`src/rtl/tcp_misc_pkg.sv`:
```
// Shared TCP scheduler types: flag commands, flag-state RAM word and the
// flag scanner's FSM states.
package tcp_misc_pkg;

  localparam int unsigned TIMESTAMP_W = 8;

  typedef enum logic [1:0] {
    CmdSet   = 2'd0,
    CmdClear = 2'd1,
    CmdNop   = 2'd2
  } sched_flag_cmd_e;

  typedef struct packed {
    sched_flag_cmd_e        cmd;
    logic [TIMESTAMP_W-1:0] timestamp;
  } sched_flag_cmd_struct;

  typedef struct packed {
    logic                   flag;
    logic [TIMESTAMP_W-1:0] timestamp;
  } sched_flag_data_struct;

  typedef enum logic [1:0] {
    StReadReq,
    StWaitResp,
    StNotify,
    StClear
  } sched_scan_state_e;

endpackage

```
`src/rtl/sched_flag_scanner.sv`:
```
// Round-robin walker over the per-flow flag RAM: notifies the TX scheduler of
// each set flag, then clears it with the timestamp it observed.
module sched_flag_scanner #(
  parameter int unsigned FLOWID_W    = 4,
  parameter int unsigned TIMESTAMP_W = tcp_misc_pkg::TIMESTAMP_W
) (
  input  logic                     clk,
  input  logic                     rst,
  input  logic                     scan_en,
  output logic                     flag_rd_req_val,
  output logic [FLOWID_W-1:0]      flag_rd_req_addr,
  input  logic                     flag_rd_req_rdy,
  input  logic                     flag_rd_resp_val,
  input  logic [TIMESTAMP_W:0]     flag_rd_resp_data,
  output logic                     flag_rd_resp_rdy,
  output logic                     sched_val,
  output logic [FLOWID_W-1:0]      sched_flowid,
  input  logic                     sched_rdy,
  output logic                     flag_cmd_val,
  output logic [FLOWID_W-1:0]      flag_cmd_flowid,
  output logic [TIMESTAMP_W+1:0]   flag_cmd,
  input  logic                     flag_cmd_rdy,
  output logic [31:0]              sched_count
);
  import tcp_misc_pkg::*;

  sched_scan_state_e      state_q, state_d;
  logic [FLOWID_W-1:0]    ptr_q, ptr_d;
  logic [TIMESTAMP_W-1:0] ts_q, ts_d;
  logic [31:0]            count_q, count_d;

  sched_flag_data_struct  resp_data;
  sched_flag_cmd_struct   cmd_s;

  assign resp_data = sched_flag_data_struct'(flag_rd_resp_data);

  always_ff @(posedge clk or posedge rst) begin
    if (rst) begin
      state_q <= StReadReq;
      ptr_q   <= '0;
      ts_q    <= '0;
      count_q <= '0;
    end else begin
      state_q <= state_d;
      ptr_q   <= ptr_d;
      ts_q    <= ts_d;
      count_q <= count_d;
    end
  end

  // The pointer only advances when a flow is fully done, so it doubles as the
  // captured flow id for the notify and clear phases.
  always_comb begin
    state_d          = state_q;
    ptr_d            = ptr_q;
    ts_d             = ts_q;
    count_d          = count_q;
    flag_rd_req_val  = 1'b0;
    flag_rd_resp_rdy = 1'b0;
    sched_val        = 1'b0;
    flag_cmd_val     = 1'b0;
    cmd_s.cmd        = CmdNop;
    cmd_s.timestamp  = '0;

    unique case (state_q)
      StReadReq: begin
        flag_rd_req_val = scan_en;
        if (scan_en && flag_rd_req_rdy) begin
          state_d = StWaitResp;
        end
      end
      StWaitResp: begin
        flag_rd_resp_rdy = 1'b1;
        if (flag_rd_resp_val) begin
          ts_d = resp_data.timestamp;
          if (resp_data.flag) begin
            state_d = StNotify;
          end else begin
            ptr_d   = ptr_q + FLOWID_W'(1);
            state_d = StReadReq;
          end
        end
      end
      StNotify: begin
        sched_val = 1'b1;
        if (sched_rdy) begin
          if (count_q != '1) begin
            count_d = count_q + 32'd1;
          end
          state_d = StClear;
        end
      end
      StClear: begin
        flag_cmd_val    = 1'b1;
        cmd_s.cmd       = CmdClear;
        cmd_s.timestamp = ts_q;
        if (flag_cmd_rdy) begin
          ptr_d   = ptr_q + FLOWID_W'(1);
          state_d = StReadReq;
        end
      end
      default: state_d = StReadReq;
    endcase
  end

  assign flag_rd_req_addr = ptr_q;
  assign sched_flowid     = ptr_q;
  assign flag_cmd_flowid  = ptr_q;
  assign flag_cmd         = cmd_s;
  assign sched_count      = count_q;

endmodule

```
`config.mk`:
```
export PLATFORM = sky130hd
export DESIGN_NAME = sched_flag_scanner
export DESIGN_NICKNAME = d
export VERILOG_FILES = /design/src/rtl/tcp_misc_pkg.sv /design/src/rtl/sched_flag_scanner.sv
export SDC_FILE = /design/constraint.sdc
export NUM_CORES = 1
export LEC_CHECK = 0
export BUFFER_PORTS_ARGS = -buffer_cell sky130_fd_sc_hd__buf_2
export CORE_MARGIN = 2
export CORE_UTILIZATION = 25
export DETAILED_ROUTE_END_ITERATION = 8
export SYNTH_ARGS = -nofsm -noshare
export SYNTH_HDL_FRONTEND = slang
export SYNTH_SLANG_ARGS = --single-unit
```
`constraint.sdc`:
```
create_clock -name clk -period 5.3 [get_ports clk]
set_input_delay 0.53 -clock clk [delete_from_list [all_inputs] [get_ports clk]]
set_output_delay 0.53 -clock clk [all_outputs]
set_load 0.005 [all_outputs]
```
## After elaboration in Yosys (flattened, before gate mapping)

Cells that the tools add are included.

- Register bits: 46
- Bits in latches: 0
- Memory bits (writable): 0
- Bits in read-only memories: 0
- Bits of input ports: 16
- Word-level logic and storage cells: 37
- Memories: 0

- Add/subtract/negate cells: 2
- Multipliers: 0
- Divide/modulo/power cells: 0
- Order comparisons: 0
- Equality and inequality tests: 9
- Shift operators: 0
- Muxes and demuxes: 15
- Bitwise operators: 0
- Reduce and logical (&&, ||, !) cells: 7

Operator list:

| operator | count |
|---|---|
| 32-bit by 1-bit adder with 32-bit output (second input constant) | 1 |
| 32-bit inequality test (second input constant) | 1 |
| 4-bit 2-to-1 mux | 3 |
| 10-bit 2-to-1 mux | 1 |
| 2-bit 2-to-1 mux | 5 |
| 2-bit inequality test (second input constant) | 5 |
| 2-bit one-hot mux with 4 select lines | 1 |
| 4-bit one-hot mux with 2 select lines | 1 |
| 4-bit AND reduction | 2 |
| 4-bit by 1-bit adder with 4-bit output (second input constant) | 1 |
| 2-bit equality test (second input constant) | 2 |
| 1-bit 2-to-1 mux | 4 |
| 3-bit AND reduction | 1 |
| 2-bit by 1-bit equality test with 1-bit output (second input constant) | 1 |
| 2-bit logical NOT | 1 |
| 2-bit AND reduction | 1 |
| 2-bit nonzero test | 1 |
| 1-bit logical AND | 1 |

## Logic depth before layout (Yosys ltp)

Gate-level depths: netlist of the first run.

- Depth after elaboration: 4
- Mapped depth: 7
- Mapped depth without buffers: 6

## Worst setup path before layout of the first run

OpenSTA, ideal clock, no wires.

- Kind: register to register
- Start point: register count_q[0], in the netlist sched_count[0]
- End point: register count_q[24], in the netlist sched_count[24]
- Library setup time: 0.125 ns
- Arrival: 1.684 ns
- Data required time: 5.175 ns
- Setup slack: 3.491 ns
- Cell stages (with the launch flop): 8
- Path buffers: 1
- Period minus slack after synthesis: 1.809 ns
- Cells stage by stage: dfrtp_1 > ha_1 > nand4b_1 > or3_1 > buf_6 > nor2_1 > nand3_1 > mux2_4

- Cells in the longest elaborated chain, start to end: 2

RTL lines:

| element | RTL line | source |
|---|---|---|
| from (decl) | sched_flag_scanner.sv:30 | `logic [31:0] count_q, count_d;` |
| from (signal assigned) | sched_flag_scanner.sv:47 | `count_q <= count_d;` |
| parallel branches: the longest is 2 deep, another holds 32-bit by 1-bit adder with 32-bit output | -- |  |

Several ways; the timed one is not identified.
A chain may end at the register's enable or synchronous reset.

==> metrics, run 1 <==
antenna-violating nets left 0; routed wl met3 380 µm; setup_tns 0 ps; count of input and output buffers 73; first-pass GRT wire length 9.05 mm; Slew Viols, Final 0; via density per instance 4.43; vias in the first global route 1802; WL met1 2.55 mm; Leak Pwr 1.45 nW; Finished Layout Cells 415; global-route usage over all layers 11.1%; max_cap viols 0; CTS tree built; Layout area overhead 20.9%; Post-CTS Resized 0; Cell Pwr Density 348 mW/mm²; Worst VDD drop 193 µV; Avg Cell Area, Syn 10.8 µm²; ys flop type dfrtp_1; crit path DAT 2360 ps; largest cells by area after synthesis dfrtp_1 (48%), xnor2_1 (7.7%), mux2_2 (4.7%), and3_1 (4.5%), xor2_1 (3.7%); CP max stage delay 660 ps; status complete, no violations; post-synthesis cell type count 39; die area 0.0103 mm²; Cells after DPL 408; Starting DRT DRC Count 70; Synth async-reset ratio 100%; most frequent cell after synthesis dfrtp_1; Worst-Skew Late Latency 300 ps; RSZ-0062 raised after global routing false; Initial Utilization 25.8%; vias post-DR 1838; initial antenna violation count 0; Crit path required time 5490 ps; time the worst path needs with I/O delays and setup 2170 ps; EDFF count, synth 0; slew at the pin closest to its max-slew limit 965 ps; largest net degree at the start of global routing 47; Yosys reg bits 46; hpwl dp 4.14 mm; DRC violations left 0; Fillers 980; core area 0.00924 mm²; Post-CTS Hold Buffers 0; Post-Syn Nets 239; detailed-router iteration count before antenna repair 4; Num CTS Buffers 5; die width 102 µm; register clock-pin slew on the reported worst setup and hold paths 90 ps; dpl ws 3160 ps; Net count, final 304; CTS Buffer Depth 2; final RePlAce weighted congestion 0.801; area share of the largest cell type after synthesis 48.2%; Setup CP Type reg -> reg; fraction of layout cells with a size suffix above 1 33.6%; f_max 0.461 GHz; HP Class in -> async; crit path setup slack, layout 3130 ps; clock tree root buffer cell clkbuf_8; Routed met2 length 2.54 mm; cell taking the most area after synthesis dfrtp_1; Rows 35; final hold violation count 0; warnings from Yosys 0; period utilization 41.0%; Seq/Total Area, Yosys 48.2%; Fin Clk Skew 12.1 ps; worst-path maximum fanout 20; Setup crit start kind register; H-tree Lvls 2; CTS Sinks 46; Slew HR 35.6%; Inserted Diodes 0; Routed WL 5.49 mm; crit end category register; total chip power 0.00100 W; WL per Instance 13.2 µm; highest routing layer actually used met4; Die Y 102 µm; crit-path cells nand4b_1 -> or3_1 -> nor2_1 -> nand3_1 -> mux2_4; most common library cells after synthesis dfrtp_1 (46), xnor2_1 (21), and3_1 (17), nand3_1 (17), nor2_1 (14); Critical-path top delay cell dfrtp_1; grt total ovfl 0; Synth Instances 221; I/O pin count 74; Post-CTS Setup Repair Bufs 0; setup violators final 0; synthesized area 0.00239 mm²
[logic make-up after synthesis]
logic type / count (synthesis) / share of synthesized area (%)
buffers and inverters: 18 / 4.98
AOI/OAI and AO/OA: 12 / 3.78
adders and majority gates: 2 / 1.05
muxes: 11 / 5.35
and+or+nand+nor: 101 / 25.2
xor gates and xnor gates: 31 / 11.4
DFF: 46 / 48.2
[critical path, delay by kind of cell (launching register included)]
family / cells / cell delay, ps
simple gates: 4 / 1090
flops: 1 / 660
mux: 1 / 300
[flip-flops by register name, summed over array words and instances, names as in the netlist, named ones only]
register	cells
flag_cmd_flowid	4
sched_count	32
state_q	1
ts_q	8
[path summary, 6_finish.rpt]
path / to / slack [ps] / cells past startpoint
max in group asynchronous: ts_q[2] / 4250 / 2
setup reg to reg: sched_count[24] / 3130 / 5
setup / recovery: sched_count[24] / 3130 / 5
hold reg to reg: sched_count[18] / 500 / 1
hold / removal: sched_count[18] / 450 / 2
min in group clk: ts_q[0] / 450 / 2
[through the flow]
step                      area (µm²)  util [%]  hold WS [ps]
after floorplan                 2390         -           471
after global placement          2810      30.4           480
after detailed placement        2810      30.4           485
final                           2890      31.2           447
after CTS                       2890      31.2           444
after global routing            2890      31.2           448
[cells in the final DEF (no fill, tap or decap), types with 2 or more instances in the layout]
| master | Yosys | final |
|---|---|---|
| o21ai_0 | 2 | 2 |
| mux2_2 | 10 | 10 |
| inv_1 | 3 | 2 |
| nand3_1 | 17 | 17 |
| nand4_1 | 11 | 11 |
| xor2_1 | 10 | 10 |
| or3_1 | 2 | 2 |
| nor2_1 | 14 | 14 |
| nand3b_1 | 3 | 3 |
| a21oi_1 | 3 | 3 |
| and2_1 | 3 | 3 |
| nand2_1 | 13 | 13 |
| buf_2 | 2 | 73 |
| dfrtp_1 | 46 | 46 |
| xnor2_1 | 21 | 21 |
| a31oi_1 | 2 | 2 |
| and4_1 | 3 | 3 |
| nor2b_1 | 2 | 2 |
| and3_1 | 17 | 17 |
| nor3_1 | 5 | 5 |
| ha_1 | 2 | 2 |
| nand4b_1 | 3 | 3 |
| clkbuf_8 | 0 | 5 |
[report_power, final]
| group | switching [W] | internal (W) | leakage [nW] | total (W) |
|---|---|---|---|---|
| sequential | 0.0000949 | 0.000422 | 0.602 | 0.000517 |
| clock | 0.000118 | 0.0000907 | 0.0373 | 0.000209 |
| combinational | 0.000120 | 0.000159 | 0.812 | 0.000279 |
| total | 0.000333 | 0.000672 | 1.45 | 0.00100 |
[final cells by class]
cell class              instances  area [µm²]  share of cell area (%)
multi-input cells             157        1120                    38.7
inverters                       3        11.3                   0.390
clock buffers                   6        72.6                    2.52
well taps                     129         161                    5.59
flip-flops and latches         46        1150                    39.9
clock inverters                 1        7.51                   0.260
repair buffers                 73         365                    12.7
[per-layer routing]
| layer | global-route usage, % | up-vias |
|---|---|---|
| met1 | 14.9 | 862 |
| li1 | - | 901 |
| met5 | 0 | - |
| met4 | 2.49 | 0 |
| met2 | 17.9 | 70 |
| met3 | 3.11 | 5 |
Power figures use the tool's default switching activity.
==> run 2: changes to the inputs <==
Settings changed: ABC_AREA set to 1.
Clock period 5.3 ns to 2 ns, I/O delays scaled along.
==> run 2 against run 1 <==
Combinational power rose to 2.7 times the previous value. First-iteration DRC count up 140%. Critical path depth up 4. Die area up 20%. Synthesized cell count up 90%. Non-clock buffer count up 7. Global-route usage up 2.0 points. Worst setup slack worse by 2900 ps. Maximum frequency up 23%. Critical path type unchanged. Highest routed layer unchanged.
==> metrics, run 2 <==
status complete, no violations; warnings from Yosys 0; main combinational cell family by area after synthesis simple AND/OR/NAND/NOR gates; f_max 0.568 GHz; Cell Pwr Density 864 mW/mm²; Synth async-reset ratio 100%; max_cap viols 0; commonest cells after routing, fill and taps aside nand2_1 (164), buf_2 (73), nor2_1 (65), dfrtp_1 (46), inv_1 (37); Inserted Diodes 0; core area 0.0113 mm²; EDFF count, synth 0; reg2reg start sched_count[0]; XOR/XNOR Fraction of Synth Area 3.04%; fraction of layout cells with a size suffix above 1 22.0%; max FFs per register 32; slew at the pin closest to its max-slew limit 623 ps; Rows 39; Post-CTS Resized 0; crit path DAT 1930 ps; Starting DRT DRC Count 167; Finished Layout Cells 635; final hold violation count 0; I/O pin count 74; die width 111 µm; die area 0.0124 mm²; Synth Area in Simple Gates 44.1%; Setup CP Type reg -> reg; Num CTS Buffers 5; Post-Syn Nets 438; Cells after DPL 627; antenna-violating nets left 0; hpwl dp 5.89 mm; via density per instance 4.38; Net count, final 509; most common cell after layout, fill and taps aside nand2_1; setup_tns 0 ps; area share of the largest cell type after synthesis 39.9%; Slew Viols, Final 0; grt total ovfl 0; largest cells by area after synthesis dfrtp_1 (40%), nand2_1 (21%), nor2_1 (8.5%), inv_1 (4.9%), nand3_1 (3.8%); Post-CTS Hold Buffers 0; global-route usage over all layers 13.1%; Post-Synth Adder-Cell Area 0.868%; Setup crit end sched_count[2]; Synth Area in Compound Gates 2.86%; setup violators final 0; worst-path maximum fanout 16; Setup crit start kind register; r2r endpoint sched_count[2]; worst setup path startpoint sched_count[0]; largest net degree at the start of global routing 47; CTS tree built; Seq/Total Area, Yosys 39.9%; detailed-router iteration count before antenna repair 4; Die Y 111 µm; most common library cells after synthesis nand2_1 (164), nor2_1 (65), dfrtp_1 (46), inv_1 (38), nand3_1 (22); Yosys reg bits 46; vias post-DR 2784; HP Class in -> async; first-pass GRT wire length 13.3 mm; Leak Pwr 1.83 nW; period utilization 88.0%; register clock-pin slew on the reported worst setup and hold paths 70 ps; initial antenna violation count 0; CTS Buffer Depth 2; clock tree root buffer cell clkbuf_16; ys flop type dfrtp_1; Worst-Skew Late Latency 290 ps; vias in the first global route 2746; synthesized area 0.00288 mm²; time the worst path needs with I/O delays and setup 1760 ps; R2R depth 9; mux cell area share after synthesis 0%; Initial Utilization 25.5%; crit end category register; Routed WL 7.65 mm; Layout area overhead 23.7%; Post-CTS Setup Repair Bufs 0; final RePlAce weighted congestion 0.940; Synth Instances 420; post-synthesis cell type count 27; Worst VDD drop 353 µV; Fin Clk Skew 8.20 ps; Avg Cell Area, Syn 6.86 µm²; H-tree Lvls 2; DRC violations left 0; CTS Sinks 46; cell taking the most area after synthesis dfrtp_1; Crit path required time 2170 ps; RSZ-0062 raised after global routing false; reg2reg setup slack 240 ps; WL per Instance 12.0 µm; most frequent cell after synthesis nand2_1; Slew HR 58.5%; count of input and output buffers 73
-- run 2: cell types whose count changed after synthesis, moves of 10 or more --
cell,previous run,this run
nand2_1,13,164
inv_1,3,38
and3_1,17,0
nor2_1,14,65
xnor2_1,21,6
mux2_2,10,0
-- run 2: where the power goes --
part           switching, W  total, W  internal, W
clock              0.000369   0.00112     0.000751
combinational      0.000427  0.000750     0.000323
sequential         0.000127   0.00121      0.00108
-- run 2: how the worst min path moves through the flow --
| stage | from | endpoint | slack (ps) | cells past startpoint |
|---|---|---|---|---|
| 3_5_place_dp | rst | sched_count[14] | 410 | 3 |
| 4_1_cts | rst | flag_cmd_flowid[1] | 100 | 3 |
| 5_1_grt | rst | sched_count[16] | 140 | 3 |
| 2_1_floorplan | flag_rd_resp_data[0] | ts_q[0] | 360 | 2 |
| 6_report | rst | sched_count[15] | 70 | 3 |
| 3_3_place_gp | rst | sched_count[14] | 400 | 3 |
-- run 2: worst max-delay path, cell delays in order (launching register included) --
cell     delay (ps)
dfrtp_1         410
ha_1            220
inv_2            80
nor2_8          170
nand2_4          70
nor2_4          170
nand2_4         130
nand2_4          90
buf_4           200
o21ai_0         100
-- run 2: metrics by stage --
| stage | instance area [µm²] | total power, W | worst slack, ps | hold WS [ps] | utilization [%] |
|---|---|---|---|---|---|
| 3_3_place_gp | 3370 | 0.00197 | 308 | 398 | 29.7 |
| 6_report | 3570 | 0.00308 | 240 | 68.8 | 31.5 |
| 3_5_place_dp | 3370 | 0.00199 | 244 | 413 | 29.7 |
| 2_1_floorplan | 2880 | 0.00178 | 409 | 359 | - |
| 5_1_grt | 3570 | 0.00331 | 42.4 | 140 | 31.5 |
| 4_1_cts | 3570 | 0.00313 | 233 | 98.9 | 31.5 |
-- run 2: final cells by class --
cell class,count,area [µm²]
tap,143,179
multi-input combinational,317,1470
inverter,41,154
timing repair buffer,80,418
clock buffer,6,139
sequential,46,1150
fill,1269,7750
clock inverter,2,60.1
-- run 2: routing by layer --
layer  part of all wire, %  vias to the layer above  GRT usage [%]
met5                     0                        -              0
met4                   1.2                        0           2.96
met3                   7.2                        9           3.81
met2                    45                       83           21.2
met1                    47                     1262           17.6
li1                      -                     1430              -
-- run 2: logic make-up (layout without fill, tap and decap cells) --
| logic type | Yosys count | count (layout) |
|---|---|---|
| AOI/OAI and AO/OA | 16 | 16 |
| xor gates and xnor gates | 10 | 10 |
| adders and majority gates | 2 | 2 |
| buffers and inverters | 57 | 129 |
| DFF | 46 | 46 |
| and+or+nand+nor | 289 | 289 |
==> run 3: changes to the inputs <==
Settings changed: REMOVE_ABC_BUFFERS set to 1.
==> run 3 against run 2 <==
Routed wire length is 1.8% lower. Via count grew 0.25%. Combinational power fell by 0.5%. Flip-flop and latch count is the same. Cell count rose by 0.47%. Non-clock buffer count increased by 3. First-iteration DRC count is 2.4% higher. Core utilization is 0.23 points lower. Global-route usage is 0.55 points lower. Register-to-register slack worse by 20 ps. Sequential power about the same. Die area stayed put.
==> metrics, run 3 (same netlist as run 2, synthesis figures left out) <==
Rows 39; DRC violations left 0; initial antenna violation count 0; core area 0.0113 mm²; Setup crit start kind register; Die Y 111 µm; die width 111 µm; WHS Path Cells 3; period utilization 88.8%; via density per instance 4.37; vias in the first global route 2543; crit path DAT 1960 ps; Initial Utilization 25.5%; hpwl dp 5.93 mm; count of input and output buffers 73; time the worst path needs with I/O delays and setup 1780 ps; Hold Crit Endpoint ts_q[6]; CTS tree built; largest net degree at the start of global routing 31; CTS Sinks 46; Sequential Area 0.00115 mm²; Post-CTS Resized 0; first-pass GRT wire length 12.8 mm; Num CTS Buffers 5; Leak Pwr 1.82 nW; Final Util 31.3%; crit end category register; fraction of layout cells with a size suffix above 1 22.0%; Slew Viols, Final 0; Post-CTS Setup Repair Bufs 0; Cell Pwr Density 794 mW/mm²; Starting DRT DRC Count 171; max_cap viols 0; die area 0.0124 mm²; detailed-router iteration count before antenna repair 5; RSZ-0062 raised after global routing false; Routed WL 7.51 mm; commonest cells after routing, fill and taps aside nand2_1 (164), buf_2 (73), nor2_1 (65), dfrtp_1 (46), inv_1 (37); max FFs per register 32; final hold violation count 0; hold path start flag_rd_resp_data[6]; HP Class in -> reg; grt total ovfl 0; antenna-violating nets left 0; slew at the pin closest to its max-slew limit 482 ps; Setup CP Type reg -> reg; Crit path required time 2180 ps; Worst-Skew Late Latency 290 ps; Worst VDD drop 591 µV; global-route usage over all layers 12.6%; Fin Clk Skew 10.5 ps; reg2reg setup slack 220 ps; Slew HR 67.8%; reg2reg start sched_count[0]; final RePlAce weighted congestion 0.906; H-tree Lvls 2; worst-path maximum fanout 17; I/O pin count 74; f_max 0.563 GHz; Layout area overhead 22.8%; Fillers 1242; clock tree root buffer cell clkbuf_16; setup violators final 0; area of the multi-input gates 0.00147 mm²; setup_tns 0 ps; status complete, no violations; vias post-DR 2791; register clock-pin slew on the reported worst setup and hold paths 60 ps; Net count, final 512; Post-CTS Hold Buffers 1; CTS Buffer Depth 2; Inserted Diodes 0; most common cell after layout, fill and taps aside nand2_1; worst hold margin 156 ps; R2R depth 10; WL per Instance 11.8 µm; r2r endpoint sched_count[20]
## run 3: worst max-delay path: stages (launching register included)
cell and delay [ps]:
dfrtp_1 410, ha_1 230, inv_2 80, nor2_8 170, nand2_4 70, nor2_4 170, nand2_4 80, nand2_4 160
inv_2 140, nand2_1 100, nand2_1 50
## run 3: final cells by class
type                       instances  area share (%)
sequential                        46            32.5
clock inverter                     1           0.141
timing repair buffer              83            12.5
tap                              143            5.05
multi-input combinational        317            41.4
clock buffer                       7            4.03
inverter                          41            4.35
## run 3: how the worst max path moves through the flow
stage | from | to | cells after the start
2_1_floorplan | sched_count[0] | sched_count[20] | 10
3_3_place_gp | sched_count[0] | sched_count[20] | 10
3_5_place_dp | sched_count[0] | sched_count[25] | 10
4_1_cts | sched_count[0] | sched_count[20] | 10
5_1_grt | sched_count[0] | sched_count[20] | 10
6_report | sched_count[0] | sched_count[20] | 10
## run 3: layer usage
layer	vias to the layer above	global-route usage (%)	part of all wire [%]
met5	-	0	0
met4	0	4.20	1.6
met3	8	3.05	6.5
met2	94	20.2	45
met1	1252	16.8	47
li1	1437	-	-
## run 3: where the power goes
group	total, W	switching (W)	internal, W
Combinational	0.000746	0.000427	0.000319
Sequential	0.00121	0.000127	0.00109
Clock	0.000853	0.000357	0.000496
Total	0.00281	0.000911	0.00190
## run 3: through the flow
step / power (W) / instances / instance area [µm²] / setup slack, ps
after CTS: 0.00287 / 638 / 3540 / 191
after detailed placement: 0.00199 / 629 / 3380 / 211
final: 0.00281 / 638 / 3540 / 224
after global placement: 0.00196 / 629 / 3380 / 241
after global routing: 0.00302 / 638 / 3540 / 26.4
after floorplan: 0.00167 / 404 / 2770 / 276
